<file path="src/rtl/ray_aabb_hit_collector.sv">
// Turns the per-cycle hit_miss stream of the ray/AABB core into one result record per ray.
// Sideband (valid/id/last) rides a delay line matching the core latency; records queue in a FIFO.
module ray_aabb_hit_collector #(
    parameter int LATENCY    = 34,
    parameter int ID_W       = 16,
    parameter int BIDX_W     = 8,
    parameter int FIFO_DEPTH = 8
) (
    input  logic              clk,
    input  logic              rst,
    input  logic              in_valid,
    input  logic [ID_W-1:0]   in_ray_id,
    input  logic              in_last,
    output logic              in_ready,
    input  logic              hit_miss,
    output logic              out_valid,
    input  logic              out_ready,
    output logic [ID_W-1:0]   out_ray_id,
    output logic              out_hit,
    output logic [BIDX_W-1:0] out_hit_count,
    output logic [BIDX_W-1:0] out_first_idx,
    output logic              overflow
);

    localparam int PTR_W = $clog2(FIFO_DEPTH);
    localparam int CNT_W = $clog2(LATENCY + FIFO_DEPTH + 1);
    localparam int REC_W = ID_W + 1 + 2 * BIDX_W;
    localparam logic [BIDX_W-1:0] BIDX_MAX = '1;
    localparam logic [PTR_W:0]    FULL_CNT = (PTR_W + 1)'(FIFO_DEPTH);

    logic [LATENCY-1:0] dl_valid_q, dl_valid_d;
    logic [LATENCY-1:0] dl_last_q, dl_last_d;
    logic [ID_W-1:0]    dl_id_q [LATENCY];
    logic [ID_W-1:0]    dl_id_d [LATENCY];

    logic [BIDX_W-1:0]  box_idx_q, box_idx_d;
    logic               acc_hit_q, acc_hit_d;
    logic [BIDX_W-1:0]  acc_cnt_q, acc_cnt_d;
    logic [BIDX_W-1:0]  acc_first_q, acc_first_d;

    logic [REC_W-1:0]   mem_q [FIFO_DEPTH];
    logic [REC_W-1:0]   mem_d [FIFO_DEPTH];
    logic [PTR_W-1:0]   wr_ptr_q, wr_ptr_d;
    logic [PTR_W-1:0]   rd_ptr_q, rd_ptr_d;
    logic [PTR_W:0]     fifo_count_q, fifo_count_d;
    logic [CNT_W-1:0]   inflight_q, inflight_d;
    logic               overflow_q, overflow_d;

    logic               d_valid, d_last, rec_push, pop, full, do_push, issue_last;
    logic [ID_W-1:0]    d_id;
    logic               new_hit;
    logic [BIDX_W-1:0]  new_cnt, new_first;

    assign d_valid    = dl_valid_q[LATENCY-1];
    assign d_last     = dl_last_q[LATENCY-1];
    assign d_id       = dl_id_q[LATENCY-1];
    assign rec_push   = d_valid & d_last;
    assign issue_last = in_valid & in_last;
    assign out_valid  = (fifo_count_q != '0);
    assign pop        = out_valid & out_ready;
    assign full       = (fifo_count_q == FULL_CNT);
    assign do_push    = rec_push & (~full | pop);

    assign new_hit   = acc_hit_q | hit_miss;
    assign new_cnt   = (hit_miss && acc_cnt_q != BIDX_MAX) ? acc_cnt_q + 1'b1 : acc_cnt_q;
    assign new_first = (!acc_hit_q && hit_miss) ? box_idx_q : acc_first_q;

    always_comb begin
        dl_valid_d = {dl_valid_q[LATENCY-2:0], in_valid};
        dl_last_d  = {dl_last_q[LATENCY-2:0], in_last};
        dl_id_d[0] = in_ray_id;
        for (int i = 1; i < LATENCY; i++) begin
            dl_id_d[i] = dl_id_q[i-1];
        end

        box_idx_d   = box_idx_q;
        acc_hit_d   = acc_hit_q;
        acc_cnt_d   = acc_cnt_q;
        acc_first_d = acc_first_q;
        if (d_valid) begin
            if (d_last) begin
                box_idx_d   = '0;
                acc_hit_d   = 1'b0;
                acc_cnt_d   = '0;
                acc_first_d = '0;
            end else begin
                box_idx_d   = (box_idx_q == BIDX_MAX) ? box_idx_q : box_idx_q + 1'b1;
                acc_hit_d   = new_hit;
                acc_cnt_d   = new_cnt;
                acc_first_d = new_first;
            end
        end

        // A full FIFO can still take a record when the head leaves in the same cycle.
        mem_d = mem_q;
        if (do_push) begin
            mem_d[wr_ptr_q] = {d_id, new_hit, new_cnt, new_first};
        end
        wr_ptr_d = do_push ? wr_ptr_q + 1'b1 : wr_ptr_q;
        rd_ptr_d = pop ? rd_ptr_q + 1'b1 : rd_ptr_q;
        case ({do_push, pop})
            2'b10:   fifo_count_d = fifo_count_q + 1'b1;
            2'b01:   fifo_count_d = fifo_count_q - 1'b1;
            default: fifo_count_d = fifo_count_q;
        endcase

        case ({issue_last, rec_push})
            2'b10:   inflight_d = inflight_q + 1'b1;
            2'b01:   inflight_d = inflight_q - 1'b1;
            default: inflight_d = inflight_q;
        endcase

        overflow_d = overflow_q | (rec_push & full & ~pop);
    end

    assign {out_ray_id, out_hit, out_hit_count, out_first_idx} = mem_q[rd_ptr_q];
    assign in_ready = (CNT_W'(fifo_count_q) + inflight_q) < CNT_W'(FIFO_DEPTH);
    assign overflow = overflow_q;

    always_ff @(posedge clk) begin
        if (rst) begin
            dl_valid_q   <= '0;
            dl_last_q    <= '0;
            for (int i = 0; i < LATENCY; i++) dl_id_q[i] <= '0;
            box_idx_q    <= '0;
            acc_hit_q    <= 1'b0;
            acc_cnt_q    <= '0;
            acc_first_q  <= '0;
            for (int i = 0; i < FIFO_DEPTH; i++) mem_q[i] <= '0;
            wr_ptr_q     <= '0;
            rd_ptr_q     <= '0;
            fifo_count_q <= '0;
            inflight_q   <= '0;
            overflow_q   <= 1'b0;
        end else begin
            dl_valid_q   <= dl_valid_d;
            dl_last_q    <= dl_last_d;
            dl_id_q      <= dl_id_d;
            box_idx_q    <= box_idx_d;
            acc_hit_q    <= acc_hit_d;
            acc_cnt_q    <= acc_cnt_d;
            acc_first_q  <= acc_first_d;
            mem_q        <= mem_d;
            wr_ptr_q     <= wr_ptr_d;
            rd_ptr_q     <= rd_ptr_d;
            fifo_count_q <= fifo_count_d;
            inflight_q   <= inflight_d;
            overflow_q   <= overflow_d;
        end
    end

endmodule

</file>
<file path="config.mk">
export PLATFORM = sky130hd
export DESIGN_NAME = ray_aabb_hit_collector
export DESIGN_NICKNAME = d
export VERILOG_FILES = /design/src/rtl/ray_aabb_hit_collector.sv
export SDC_FILE = /design/constraint.sdc
export NUM_CORES = 1
export LEC_CHECK = 0
export ABC_CLOCK_PERIOD_IN_PS = 4300
export CAP_MARGIN = 15
export CORE_AREA = 10 10 270 272
export DETAILED_ROUTE_END_ITERATION = 8
export DIE_AREA = 0 0 280 282
export HOLD_SLACK_MARGIN = 0.12
export PLACE_DENSITY = 0.62
export SLEW_MARGIN = 20
export SYNTH_ARGS = -nofsm -noshare
export SYNTH_HDL_FRONTEND = slang
export SYNTH_SLANG_ARGS = --single-unit
</file>
<file path="constraint.sdc">
create_clock -name clk -period 4.3 [get_ports clk]
set_input_delay 0.43 -clock clk [delete_from_list [all_inputs] [get_ports clk]]
set_output_delay 0.43 -clock clk [all_outputs]
set_load 0.005 [all_outputs]
</file>
Yosys cells after proc, flatten, opt, wreduce, memory -nomap -nowiden
Index checks and enable logic that the tools add are counted.
W data, S select, Z words.
Storage, ports and cells
  register bits after elaboration: 918
  input port bits: 22
  output and inout port bits: 36
Cells by class
  $add $sub $neg: 9
  order comparisons: 4
  equality and inequality tests: 8
  muxes and demuxes: 15
  bitwise gates (word level): 13
  reduce and logical (&&, ||, !) cells: 8
Operators with widths (count)
  $bwmux W264: 1
  $bmux W33 S3: 1
  $demux W33 S3: 1
  $mux W33: 3
  $mux W8: 6
  $add A8 B1 Y8 const B: 2
  $pmux W6 S2: 1
  $eq A8 B8 Y1 const B: 1
  $ge A4 B4 Y1 const B: 2
  $ne A8 B8 Y1 const B: 1
  $not A3 Y4: 2
  $pmux W4 S2: 1
  $add A3 B1 Y3 const B: 2
  $add A4 B6 Y6: 1
  $add A6 B1 Y6 const B: 1
  $and A1 B1 Y1: 6
  $lt A6 B4 Y1 const B: 1
  $sub A6 B1 Y6 const B: 1
  $add A4 B1 Y4 const B: 1
  $eq A2 B1 Y1 const B: 2
  $eq A2 B2 Y1 const B: 2
  $eq A4 B4 Y1 const B: 1
  $lt A4 B1 Y1 const B: 1
  $reduce_bool A2 Y1: 2
  other kinds (9): 14

Longest topological paths before layout
  word-level depth: 6
  mapped depth: 12
  depth with buffers taken out: 10

Least setup slack after synthesis
No wires, ideal clock.
  path type: reg-to-reg
  start point: register fifo_count_q[1]
  end point: register fifo_count_q[2]
  arrival: 2.571 ns
  data required time: 4.230 ns
  slack: 1.658 ns
  stages on the path, launching flop included: 13
  period minus slack after synthesis: 2.642 ns
  path through: dfxtp_1 buf_6 or3_1 buf_6 o21ai_0 inv_1 ha_1 xor2_1 ha_1 a21oi_1 xor2_1 or3_1 a21oi_1
Between the ends
  longest elaborated chain between the ends: 6
  elaborated cells between the ends (all ways): 12
RTL lines
  from (decl): RTL line 45  | logic [PTR_W:0] fifo_count_q, fifo_count_d;
  from (signal assigned): RTL line 146  | fifo_count_q <= fifo_count_d;
  $reduce_bool A4 Y1 (*): RTL line 59  | assign out_valid = (fifo_count_q != '0);
  $and A1 B1 Y1 (*): RTL line 60  | assign pop = out_valid & out_ready;
  named net pop: RTL line 49  | logic d_valid, d_last, rec_push, pop, full, do_push, issue_last;
  $or A1 B1 Y1: RTL line 62  | assign do_push = rec_push & (~full | pop);
  $and A1 B1 Y1: RTL line 62
  $eq A2 B1 Y1 / $eq A2 B2 Y1 (equally long branches): RTL line 101  | case ({do_push, pop})
  $pmux W4 S2 / $reduce_bool A2 Y1 (equally long branches)
Mark *: on every way through the listed nets, which the timed path passes. The rest lies on a longest branch.
A chain may end at the register's enable or synchronous reset.

Final worst setup path
  start point: register rd_ptr_q[0]
  end point: output out_hit_count[6]
Between the ends
  longest elaborated chain between the ends: 4
RTL lines
  from (decl): RTL line 44  | logic [PTR_W-1:0] rd_ptr_q, rd_ptr_d;
  from (signal assigned): RTL line 145  | rd_ptr_q <= rd_ptr_d;
  $not A3 Y4 (implied by the code): RTL line 116  | assign {out_ray_id, out_hit, out_hit_count, out_first_idx} = mem_q[rd_ptr_q];
  $bmux W33 S3: RTL line 116
  $mux W33 (implied by the code) (2 in series): RTL line 116
  to (decl): RTL line 20  | output logic [BIDX_W-1:0] out_hit_count,
No other way between the ends. The select of a mux whose other input is x is not followed.

==> summary.txt <==
GRT
  • Largest net degree at the start of global routing: ~250
  • First-pass GRT wire length: slightly above 90000 µm
  • GRT Total Usage: 0.141
  • Total gr overflow: 0
  • Initial antenna violation count: 2
  • Number of global-route vias before repair: roughly 18k

Logic synthesis
  • Ys async rst share: 0
  • Post-synth top flop: dfxtp_1
  • Top cell type's share of synthesized area: 0.610
  • Register area share after synthesis: 0.610
  • Yosys warns: 0
  • Syn Nets: around 2.8k
  • Register bit total from synthesis: ~920
  • Post-Syn Instances: 2792
  • Post-Syn Area: approximately 30000 µm²
  • Top area cells in the synthesized netlist: dfxtp_1, nor2b_1, mux4_2
  • EDFF count, synth: 0
  • Area leader, netlist: dfxtp_1
  • Syn avg cell area: approximately 11 µm²
  • Synth unique cells: 65

Pwr
  • Switching Fraction: 0.199
  • Comb pwr share: 0.011
  • LEAKAGE: ~12 nW
  • Pwr dens: 490 nW/µm²
  • Internal power consumption: around 0.013 W
  • Sequential share of power: 0.507
  • NetSw: between 0.003 and 0.004 W
  • Clock network fraction of total power: 0.482
  • Max VDD drop: about 380 µV

Hold path
  • Min-Delay Path Class: primary input to flip-flop

Clock tree
  • Cts-stage hold buffer count: 0
  • Cts repair resizes: 0
  • Clk_lat worst skew: 0.64 ns
  • Clock buffer count from CTS: just under 90
  • CTS tree: built
  • Root Driver: clkbuf_16
  • Max H-tree Level: 3
  • Post-CTS Setup Inserts: 0
  • Clock Tree Buf Depth: 3
  • CTS clk-pin slew, worst paths: approximately 0.060 ns
  • CTS sink cnt: 918

Finish
  • Nets: ~2.8k
  • Layout cells sized above 1: 0.111
  • Final instance area: between 30000 and 40000 µm²
  • Inserted Diodes: 0
  • Final Util: 0.508
  • Post-Layout Cell Count: 3710
  • Synth-to-Final Area Change: 14.1%

Place
  • Inst Count DP: between 3k and 4k
  • Post-Place Cell Area: 31200 µm²
  • Post-detail-place hpwl: roughly 30000 µm
  • RePlAce Congestion: about 0.75
  • Port buffer count: 57
  • Pre-CTS setup slack: 1.13 ns

Detailed routing
  • Vias: 18.3k
  • Vias per Instance: between 4 and 5
  • DRC violations left: 0
  • DR pass1 iterations: 5
  • Number of DRC markers in iteration 0: 1235
  • WL/cell: approximately 15 µm
  • Routed Antenna Nets: 0
  • Detailed Route WL: ~56000 µm

Die
  • Rows: between 90 and 100
  • Die H: 282 µm
  • Die Width: about 280 µm
  • Core area: about 68000 µm²
  • Starting Density: 0.445
  • Io pins: a little under 60
  • Die footprint: 79000 µm²

Setup path
  • Slowest cell on crit path: dfxtp_4
  • Critical path class: flip-flop to primary output
  • Worst path arrival time: ~3 ns
  • Crit-path cells: buf_4 -> mux4_2 -> mux2_2 -> clkdlybuf4s50_1
  • WP data required: about 3.9 ns
  • Max incr delay on CP: roughly 0.7 ns
  • Crit path max fanout: 25
  • Crit. End Element: primary output
  • Startpoint Class: flip-flop

Timing
  • Layout Skew: 0.0248 ns
  • Final min period: around 3.5 ns
  • Endpoints failing setup: 0
  • Setup TNS after final layout: 0 ns
  • Fin crit share: 0.812
  • Hold Violations, Final: 0
  • Slew @ Worst Pin: around 1.1 ns
  • Max Freq: about 0.29 GHz
  • Unrepaired setup endpoints after global routing: false
  • Slew HR: 0.275
  • Setup ws final: just over 0.8 ns
  • Slew Viols, Final: 0

Job
  • Max Cap Viol: 0

Status
  • Status: finished, final reports clean
[logic make-up (layout without fill, tap and decap cells)]
logic type               count (synthesis)  after routing  synth area share
AO/OA/AOI/OAI                          376            376            0.0795
XOR/XNOR                                10             10           0.00291
adder cells (fa/ha/maj)                 16             16           0.00689
buffers and inverters                  226            262            0.0341
flip-flops                             918            918             0.610
multiplexers                           113            113            0.0664
AND/OR/NAND/NOR                       1133           1133             0.200
[stage by stage]
stage | hold WS [ns] | power (W)
final | 0.255 | 0.0168
after global routing | 0.286 | 0.0174
after CTS | 0.253 | 0.0171
after detailed placement | 0.420 | 0.00892
after global placement | 0.415 | 0.00892
after floorplan | 0.414 | 0.00887
[Yosys cell counts, types with 3 or more instances]
cell / n
a211o_1: 7
a211oi_1: 60
a211oi_2: 17
a21o_1: 6
a21oi_1: 204
a32oi_1: 3
and4_1: 3
buf_1: 7
buf_2: 51
buf_6: 12
clkbuf_1: 125
clkbuf_2: 15
dfxtp_1: 918
ha_1: 15
inv_1: 12
mux2_2: 34
mux2i_1: 13
mux4_2: 66
nand2_1: 317
nand2b_1: 11
nand3_1: 50
nand3b_1: 3
nand4_1: 4
nor2_1: 98
nor2b_1: 619
nor3_1: 5
o211a_1: 3
o211ai_1: 12
o21a_1: 4
o21ai_0: 27
o21bai_1: 4
o31ai_1: 8
o32ai_1: 3
or3_1: 4
or4b_2: 3
xor2_1: 8
[placed cells by master, fill, tap and decap left out, drive strengths merged, types with 3 or more instances in the layout]
master / synthesis / layout
dfxtp: 918 / 918
nor2b: 619 / 619
nand2: 317 / 317
a21oi: 204 / 204
clkbuf: 140 / 127
nor2: 98 / 98
a211oi: 78 / 78
mux4: 66 / 66
clkdlybuf4s50: 0 / 56
nand3: 50 / 50
mux2: 34 / 34
buf: 72 / 31
o21ai: 28 / 28
clkinv: 2 / 23
ha: 15 / 15
inv: 12 / 15
o211ai: 14 / 14
mux2i: 13 / 13
nand2b: 11 / 11
bufinv: 0 / 10
xor2: 8 / 8
o31ai: 8 / 8
a211o: 7 / 7
a21o: 6 / 6
nor3: 6 / 6
or3: 5 / 5
o21bai: 4 / 4
o21a: 4 / 4
nand4: 4 / 4
or4b: 3 / 3
a32oi: 3 / 3
and4: 3 / 3
o211a: 3 / 3
o32ai: 3 / 3
nand3b: 3 / 3
o2111ai: 3 / 3
[final timing paths]
| check | startpoint | end | slack [ns] | depth (start not counted) |
|---|---|---|---|---|
| setup reg to reg | dl_valid_q[33]$_SDFF_PP0_ | inflight_q[5]$_SDFFE_PP0P_ | 1.11 | 7 |
| setup / recovery | rd_ptr_q[0]$_SDFFE_PP0P_ | out_hit_count[6] | 0.81 | 4 |
| hold / removal | rst | dl_id_d[525]$_SDFF_PP0_ | 0.26 | 2 |
| hold reg to reg | dl_id_d[210]$_SDFF_PP0_ | dl_id_d[194]$_SDFF_PP0_ | 0.43 | 1 |
[sequential cells by signal (all words and copies together), names as in the netlist]
name,cells
dl_id_d,528
mem_q,264
dl_last_q,34
dl_valid_q,34
d_id,16
acc_cnt_q,8
acc_first_q,8
box_idx_q,8
inflight_q,6
fifo_count_q,4
rd_ptr_q,3
wr_ptr_q,3
acc_hit_q,1
overflow,1
[power groups by stage]
| stage | clock (W) | combinational (W) | sequential, W |
|---|---|---|---|
| floorplan | 0 | 0.000148 | 0.00872 |
| global placement | 0 | 0.000193 | 0.00873 |
| detailed placement | 0 | 0.000196 | 0.00873 |
| CTS | 0.00833 | 0.000196 | 0.00854 |
| global route | 0.00867 | 0.000218 | 0.00853 |
| finish | 0.00811 | 0.000191 | 0.00854 |
[routing by layer]
metal  vias to the layer above  track usage  wire length [µm]
met1                      8728        0.174             24900
li1                       9090            -                 -
met5                         -            0                21
met4                         4       0.0604              1830
met2                       376        0.235             26300
met3                       130       0.0307              2890
[critical path, delay by kind of cell, from the launching register on]
kind,cells,cell delay [ns]
muxes,2,0.82
DFF,1,0.71
buffers and inverters,2,0.89
[cell type report]
cell class	instances	area (µm²)
fillers	5983	33400
flip-flops and latches	918	18400
multi-input cells	1648	10800
clock buffers	127	2650
well taps	882	1100
repair buffers	87	883
clock inverters	34	533
inverters	14	52.6
(Power assumes the default switching activity.)
